===== config.mk =====
export PLATFORM = sky130hd
export DESIGN_NAME = pwm_breathe_multi
export DESIGN_NICKNAME = d
export VERILOG_FILES = /design/src/rtl/pwm_breathe_multi.sv
export SDC_FILE = /design/constraint.sdc
export NUM_CORES = 1
export LEC_CHECK = 0
export BUFFER_PORTS_ARGS = -buffer_cell sky130_fd_sc_hd__clkbuf_2
export CAP_MARGIN = 20
export CORE_MARGIN = 1.5
export CORE_UTILIZATION = 63
export CTS_BUF_LIST = sky130_fd_sc_hd__clkbuf_16
export DETAILED_ROUTE_END_ITERATION = 10
export PLACE_DENSITY = 0.8
export SYNTH_ARGS = -nofsm -noshare
export SYNTH_HDL_FRONTEND = slang
export SYNTH_SLANG_ARGS = --single-unit

===== constraint.sdc =====
create_clock -name clk -period 2.7 [get_ports clk]
set_clock_uncertainty 0.05 [all_clocks]
set_input_delay 0.54 -clock clk [delete_from_list [all_inputs] [get_ports clk]]
set_output_delay 0.54 -clock clk [all_outputs]
set_load 0.01 [all_outputs]

===== src/rtl/pwm_breathe_multi.sv =====
// pwm_breathe_multi
//   Multi-channel PWM LED driver. One shared free-running counter feeds
//   CHANNELS comparators. Each channel has a runtime-programmable mode
//   (off, static, triangle breathe, blink), a level and a step rate.
//
// Parameters
//   WIDTH     PWM/duty resolution in bits (period = 2^WIDTH clocks)
//   CHANNELS  number of PWM outputs (1..8)
//   RATE_W    width of the per-channel step-rate field
//
// Ports
//   clk          system clock, all state on posedge
//   rst_n        asynchronous active-low reset
//   enable       global output enable, gates pwm_out only
//   cfg_we       one-cycle configuration write strobe
//   cfg_ch       target channel; codes >= CHANNELS are ignored
//   cfg_mode     00 OFF, 01 STATIC, 10 BREATHE, 11 BLINK
//   cfg_level    peak/static duty
//   cfg_rate     periods per envelope step, minus one
//   pwm_out      registered PWM outputs, one per channel
//   period_tick  one-clock pulse aligned with counter value 0
module pwm_breathe_multi #(
  parameter int WIDTH    = 6,
  parameter int CHANNELS = 4,
  parameter int RATE_W   = 8,
  localparam int CH_W    = (CHANNELS > 1) ? $clog2(CHANNELS) : 1
) (
  input  logic                clk,
  input  logic                rst_n,
  input  logic                enable,
  input  logic                cfg_we,
  input  logic [CH_W-1:0]     cfg_ch,
  input  logic [1:0]          cfg_mode,
  input  logic [WIDTH-1:0]    cfg_level,
  input  logic [RATE_W-1:0]   cfg_rate,
  output logic [CHANNELS-1:0] pwm_out,
  output logic                period_tick
);

  typedef enum logic [1:0] {
    MODE_OFF     = 2'b00,
    MODE_STATIC  = 2'b01,
    MODE_BREATHE = 2'b10,
    MODE_BLINK   = 2'b11
  } mode_t;

  logic [WIDTH-1:0]    cnt;
  logic                boundary;
  logic                cfg_valid;

  mode_t               mode_q   [CHANNELS];
  logic [WIDTH-1:0]    level_q  [CHANNELS];
  logic [RATE_W-1:0]   rate_q   [CHANNELS];
  logic [WIDTH-1:0]    env_q    [CHANNELS];
  logic [RATE_W-1:0]   presc_q  [CHANNELS];
  logic [WIDTH-1:0]    shd_q    [CHANNELS];
  logic [WIDTH-1:0]    duty_src [CHANNELS];
  logic [CHANNELS-1:0] dir_q;
  logic [CHANNELS-1:0] ph_q;

  // The last count of a period is the edge where shadows load and
  // envelopes step.
  assign boundary = (cnt == {WIDTH{1'b1}});

  // Channel codes beyond the implemented range are dropped so that a
  // non-power-of-two build never aliases onto a real channel.
  assign cfg_valid = cfg_we && (32'(cfg_ch) < 32'(CHANNELS));

  always_comb begin
    for (int i = 0; i < CHANNELS; i++) begin
      duty_src[i] = '0;
      case (mode_q[i])
        MODE_STATIC:  duty_src[i] = level_q[i];
        MODE_BREATHE: duty_src[i] = env_q[i];
        MODE_BLINK:   duty_src[i] = ph_q[i] ? level_q[i] : '0;
        default:      duty_src[i] = '0;
      endcase
    end
  end

  // Comparing against the shadow (not the live duty source) keeps every
  // period glitch-free; the compare result is registered, so pwm_out lags
  // cnt by one clock and is always low in the cycle where cnt == 0.
  always_ff @(posedge clk or negedge rst_n) begin
    if (!rst_n) begin
      cnt         <= '0;
      period_tick <= 1'b0;
      pwm_out     <= '0;
    end else begin
      cnt         <= cnt + 1'b1;
      period_tick <= boundary;
      for (int i = 0; i < CHANNELS; i++) begin
        pwm_out[i] <= enable & (cnt < shd_q[i]);
      end
    end
  end

  // A config write takes priority over an envelope step on the same edge,
  // but the shadow still captures the pre-write duty source at a boundary.
  always_ff @(posedge clk or negedge rst_n) begin
    if (!rst_n) begin
      for (int i = 0; i < CHANNELS; i++) begin
        mode_q[i]  <= MODE_OFF;
        level_q[i] <= '0;
        rate_q[i]  <= '0;
        env_q[i]   <= '0;
        presc_q[i] <= '0;
        shd_q[i]   <= '0;
        dir_q[i]   <= 1'b1;
        ph_q[i]    <= 1'b0;
      end
    end else begin
      for (int i = 0; i < CHANNELS; i++) begin
        if (boundary) begin
          shd_q[i] <= duty_src[i];
        end

        if (cfg_valid && (cfg_ch == CH_W'(i))) begin
          mode_q[i]  <= mode_t'(cfg_mode);
          level_q[i] <= cfg_level;
          rate_q[i]  <= cfg_rate;
          env_q[i]   <= '0;
          presc_q[i] <= '0;
          dir_q[i]   <= 1'b1;
          ph_q[i]    <= 1'b0;
        end else if (boundary &&
                     (mode_q[i] == MODE_BREATHE || mode_q[i] == MODE_BLINK)) begin
          if (presc_q[i] == rate_q[i]) begin
            presc_q[i] <= '0;
            if (mode_q[i] == MODE_BREATHE) begin
              // Turning at the peak already moves one step down, and turning
              // at zero already moves one step up, so each end value is held
              // for a single step and the cycle is exactly 2*level steps.
              if (dir_q[i]) begin
                if (env_q[i] >= level_q[i]) begin
                  dir_q[i] <= 1'b0;
                  env_q[i] <= (env_q[i] == '0) ? '0 : env_q[i] - 1'b1;
                end else begin
                  env_q[i] <= env_q[i] + 1'b1;
                end
              end else begin
                if (env_q[i] == '0) begin
                  dir_q[i] <= 1'b1;
                  env_q[i] <= WIDTH'(level_q[i] != '0);
                end else begin
                  env_q[i] <= env_q[i] - 1'b1;
                end
              end
            end else begin
              ph_q[i] <= ~ph_q[i];
            end
          end else begin
            presc_q[i] <= presc_q[i] + 1'b1;
          end
        end
      end
    end
  end

endmodule


# [Word-level counts from Yosys, hierarchy flattened]
# Index checks and enable logic that the tools add are counted.
[word_totals] out_inout_bits=5 wordCells=225 register_bits=163
[op_classes] n_addsub=13 n_eq_ne=24 bitwise=8 n_mux=96 order_cmp=8 reduce_logical=41
[ops] op="2-to-1 mux 6 bit" count=36
[ops] op="2-to-1 mux 8 bit" count=12
[ops] op="case mux 6 bit (3 select lines)" count=4
[ops] op="2-to-1 mux 1 bit" count=44
[ops] op="adder 8 x 1 -> 8 bit, second input constant" count=4
[ops] op="== test 8 bit" count=4
[ops] op="adder 6 x 1 -> 6 bit, second input constant" count=5
[ops] op=">= comparator 6 bit" count=4
[ops] op="zero test 6 bit" count=4
[ops] op="< comparator 6 bit" count=4
[ops] op="AND reduction 3 bit" count=8
[ops] op="nonzero test 2 bit" count=12
[ops] op="nonzero test 6 bit" count=4
[ops] op="subtractor 6 x 1 -> 6 bit, second input constant" count=4
[ops] op="== test 2 bit, second input constant" count=10
[ops] op="== test 2 x 1 -> 1 bit, second input constant" count=5
[ops] op="logical AND 1 bit" count=8
[ops] op="!= test 2 bit, second input constant" count=4
[ops] op="== test 6 bit, second input constant" count=1
[ops] op="bitwise AND 1 bit" count=4
[ops] op="logical OR 1 bit" count=4
[ops] op="NOT 1 bit" count=4
[ops] op="zero test 2 bit" count=1

# [Depth between registers and ports, before layout]
[depth] ltp_word=8 mapped_depth=9 mapped_depth_nobuf=8

# [Worst setup path before layout]
# Ideal clock, no wire load.
[synth_timing] path_type="reg-to-reg" from="reg env_q[0] (netlist bit)" to="reg env_q[3] (netlist bit)" path_slack_ns=0.440 synth_period_minus_slack_ns=2.260 stages_incl_launch_ff=9 setup_ns=0.101 t_arrival_ns=2.109 path_cell_list="dfrtp_1 -> inv_1 -> ha_1 -> nor2b_1 -> o21ai_0 -> a41oi_1 -> mux2_2 -> and3_1 -> nor4_1"
[synth_between] elab_chain_cells=8 elab_cells_between_ends=12 classes_between="2 x add/sub; 1 x order compare; 8 x mux; 1 x reduce/logical"
[synth_rtl] item="start, declared" line_no="54" rtl="logic [WIDTH-1:0] env_q [CHANNELS];"
[synth_rtl] item="start signal, assigned by index" line_no="137" rtl="env_q[i] <= (env_q[i] == '0) ? '0 : env_q[i] - 1'b1;"
[synth_rtl] item="start signal, assigned by index" line_no="139" rtl="env_q[i] <= env_q[i] + 1'b1;"
[synth_rtl] item="start signal, assigned by index" line_no="144" rtl="env_q[i] <= WIDTH'(level_q[i] != '0);"
[synth_rtl] item="subtractor 6 x 1 -> 6 bit or zero test 6 bit (tied branches)" line_no="137, 146, 142"
[synth_rtl] item="2-to-1 mux 6 bit" line_no="137"
[synth_rtl] item="2-to-1 mux 6 bit" line_no="135" rtl="if (env_q[i] >= level_q[i]) begin"
[synth_rtl] item="2-to-1 mux 6 bit (*)" line_no="134" rtl="if (dir_q[i]) begin"
[synth_rtl] item="2-to-1 mux 6 bit (*)" line_no="130" rtl="if (mode_q[i] == MODE_BREATHE) begin"
[synth_rtl] item="2-to-1 mux 6 bit (*)" line_no="128" rtl="if (presc_q[i] == rate_q[i]) begin"
[synth_rtl] item="2-to-1 mux 6 bit (*)" line_no="126" rtl="end else if (boundary &&"
[synth_rtl] item="2-to-1 mux 6 bit (*)" line_no="118" rtl="if (cfg_valid && (cfg_ch == CH_W'(i))) begin"
# Mark *: on every way between the ends. The rest lies on a longest branch, timed or not. The select of a mux whose other input is x is not followed.
# A chain may end at the register's enable or synchronous reset.

# [Final worst setup path]
[layout_timing] from="reg env_q[0] (netlist bit)" to="reg env_q[5] (netlist bit)"
# Same word-level chain as after synthesis.

==> metrics.txt <==
status finished, final reports clean; RSZ-0062 raised after global routing no; synthesized area about 9300 sq um; die area 15500 sq um; Peak VDD IR 0.000505 V; worst hold slack approximately 0.32 ns; post-CTS resize count 0; most frequent cell after synthesis nand2_1; Slew HR 40.8%; post-synth top area cell dfrtp_1; Synth cell types 60; Layout Nets 1140; Int Power 4.31 mW; TNS Setup 0 ns; CTS H-tree lvls 4; crit start category flop; register area share after synthesis 44.0%; setup violators final 0; via count approximately 7600; Critical Path Sink Type flop; Die W roughly 120 um; Ports 27; initial antenna violation count 0; crit path max fanout 15; Fin. Hold Viols 0; worst slack, placed between 0.4 and 0.5 ns; layout cells sized above 1 10.5%; Via density 6.04; Main synth FF type dfrtp_1; sw frac 30.2%; core area about 14000 sq um; final wirelength around 21 mm; drt pass-1 iters 5; Power, Total 6.18 mW; synth warn 0; Clk pwr share around two fifths; Cell Rows 44; Tcrit/Tclk final ~87%; reg2reg start env_q[0]$_DFFE_PN0P_; All-Layer GR Usage 29.6%; Worst-path clk slew around 0.070 ns; hold path start cfg_rate[7]; Critical Path RT 3.00 ns; ys async rst share 100%; Worst Hold Class in2reg; Achievable Freq 426 MHz; Synth area leaders dfrtp_1, ha_1, nand2_1; Avg Inst Size Synth 9.03 sq um; vias in the first global route ~7300; root buffer cell clkbuf_16; I/O Buffers 26; Gate Count Post-Synth a little over 1000; syn nets about 1100; Tmin final ~2.3 ns; Seq pwr share 45.6%; critical path type reg2reg; Most Frequent Cell on Critical Path o21ai_0; pin count of the biggest net entering global routing just under 80; Gate power share between 10 and 15%; Remaining Overflow, GRT 0; Post-synth EDFFs 0; crit path from env_q[0]$_DFFE_PN0P_; post-route ant nets 0; routed length per placed instance ~17 um; initial drt markers 682; FF+latch count, synth around 160; drc violations 0; RePlAce Congestion about 0.86; CTS Buf Count 17; sw power roughly 1.9 mW; Synth top cells by count nand2_1, dfrtp_1, nor2_1; max incr delay on CP approximately 0.46 ns; Initial Util 64.1%; non-filler instance count after layout 1254; Die H between 100 and 150 um; setup ws final 0.354 ns; fin. max-slew vios 0; Post-DP HPWL approximately 15 mm; Clock Latency Late Sink around 0.44 ns; share of the synthesized area in the top cell type 42.9%; Layout area overhead 11.0%; # Max-Cap Violations 0; TritonCTS clock tree yes; CTS sink count ~160; Setup Buffers After CTS 0; Max Buffers Root-to-Sink 2; # diodes 0; Cell Pwr Density 600 nW/um^2; worst-margin pin slew 0.880 ns; CP arrival ~2.6 ns; leakage ~4.8 nW; Placed Cells ~1200; first-pass GRT wire length about 37 mm; worst-path cell chain inv_1 -> ha_1 -> nor2b_1 -> o21ai_0 -> a41oi_1 -> buf_4 -> mux2i_1 -> o21ai_0 -> a311oi_1; CP max-delay cell dfrtp_1
==> power groups by stage <==
stage	registers (mW)	logic (mW)	clock network, mW
floorplan	2.80	0.637	0
finish	2.82	0.910	2.45
global placement	2.85	0.866	0
detailed placement	2.85	0.891	0
CTS	2.81	0.909	2.48
global route	2.84	1.03	2.58
==> critical path: cells and delay by family (launching register included) <==
kind / cells / cell delay [ns]
AOI/OAI and AO/OA: 4 / 0.73
DFF: 1 / 0.46
buffers and inverters: 2 / 0.44
adders and majority gates: 1 / 0.30
muxes: 1 / 0.18
and+or+nand+nor: 1 / 0.10
==> layout make-up <==
class                           instances  area [sq um]
Multi-Input combinational cell        762          4800
Fill cell                            1082          4180
Sequential cell                       163          4080
Clock buffer                           17           425
Timing Repair Buffer                   53           367
Tap cell                              184           230
Inverter                               60           225
Clock inverter                         15           160
==> routing by layer <==
metal	global-route usage (%)	wire length, um	part of all wire, %	up-vias
met5	0	0	0	-
li1	-	-	-	3659
met1	43.2	10000	47	3668
met3	5.11	1060	4.9	30
met2	45.5	9950	46	222
met4	9.40	366	1.7	0
==> sequential cells by signal, summed over array words and instances (netlist names) <==
signal	cells
env_q	24
rate_q	32
dir_q	4
cnt	6
shd_q	24
pwm_out	4
mode_q	8
ph_q	4
level_q	24
period_tick	1
presc_q	32
==> final timing paths <==
path	endpoint	slack [ns]	depth (start not counted)
setup / recovery	env_q[5]$_DFFE_PN0P_	0.35	9
hold / removal	rate_q[23]$_DFFE_PN0P_	0.32	3
setup reg to reg	env_q[5]$_DFFE_PN0P_	0.35	9
hold reg to reg	rate_q[19]$_DFFE_PN0P_	0.45	2
max in group asynchronous	dir_q[2]$_DFFE_PN1P_	1.47	3
min in group asynchronous	env_q[19]$_DFFE_PN0P_	0.45	2
==> kinds of logic (layout without fill, tap and decap cells) <==
family / count (synthesis) / count (layout) / share of synthesized area, %
and+or+nand+nor: 405 / 405 / 20.8
xor gates and xnor gates: 57 / 57 / 5.38
buffers and inverters: 102 / 145 / 4.30
DFF: 163 / 163 / 44.0
muxes: 22 / 22 / 2.56
AOI/OAI and AO/OA: 217 / 217 / 14.7
adders and majority gates: 61 / 61 / 8.23
==> timing repair <==
item / 4_1_cts / 5_1_grt
hold buffers: 1 / 0
hold endpoints to repair: 14 / 0
endpoints found under the setup margin: 0 / 0
==> placed cells by master, fill, tap and decap left out, types with 21 or more instances in the layout <==
cell | Yosys | layout
nand2_1 | 165 | 165
clkbuf_2 | 0 | 25
ha_1 | 61 | 61
nor2_1 | 75 | 73
xnor2_1 | 32 | 32
nand4_1 | 21 | 21
nor3_1 | 21 | 21
xor2_1 | 25 | 25
nand3_1 | 35 | 35
inv_1 | 60 | 60
a21oi_1 | 51 | 51
dfrtp_1 | 159 | 159
a22oi_1 | 25 | 25
o21ai_0 | 66 | 66
buf_4 | 2 | 24
==> per-stage QoR <==
stage	area [sq um]	utilization [%]
floorplan	9280	-
global placement	9700	67.0
detailed placement	9700	67.0
CTS	10300	71.1
global route	10300	71.1
finish	10300	71.1
No activity file was read; power rests on OpenSTA's default activity.
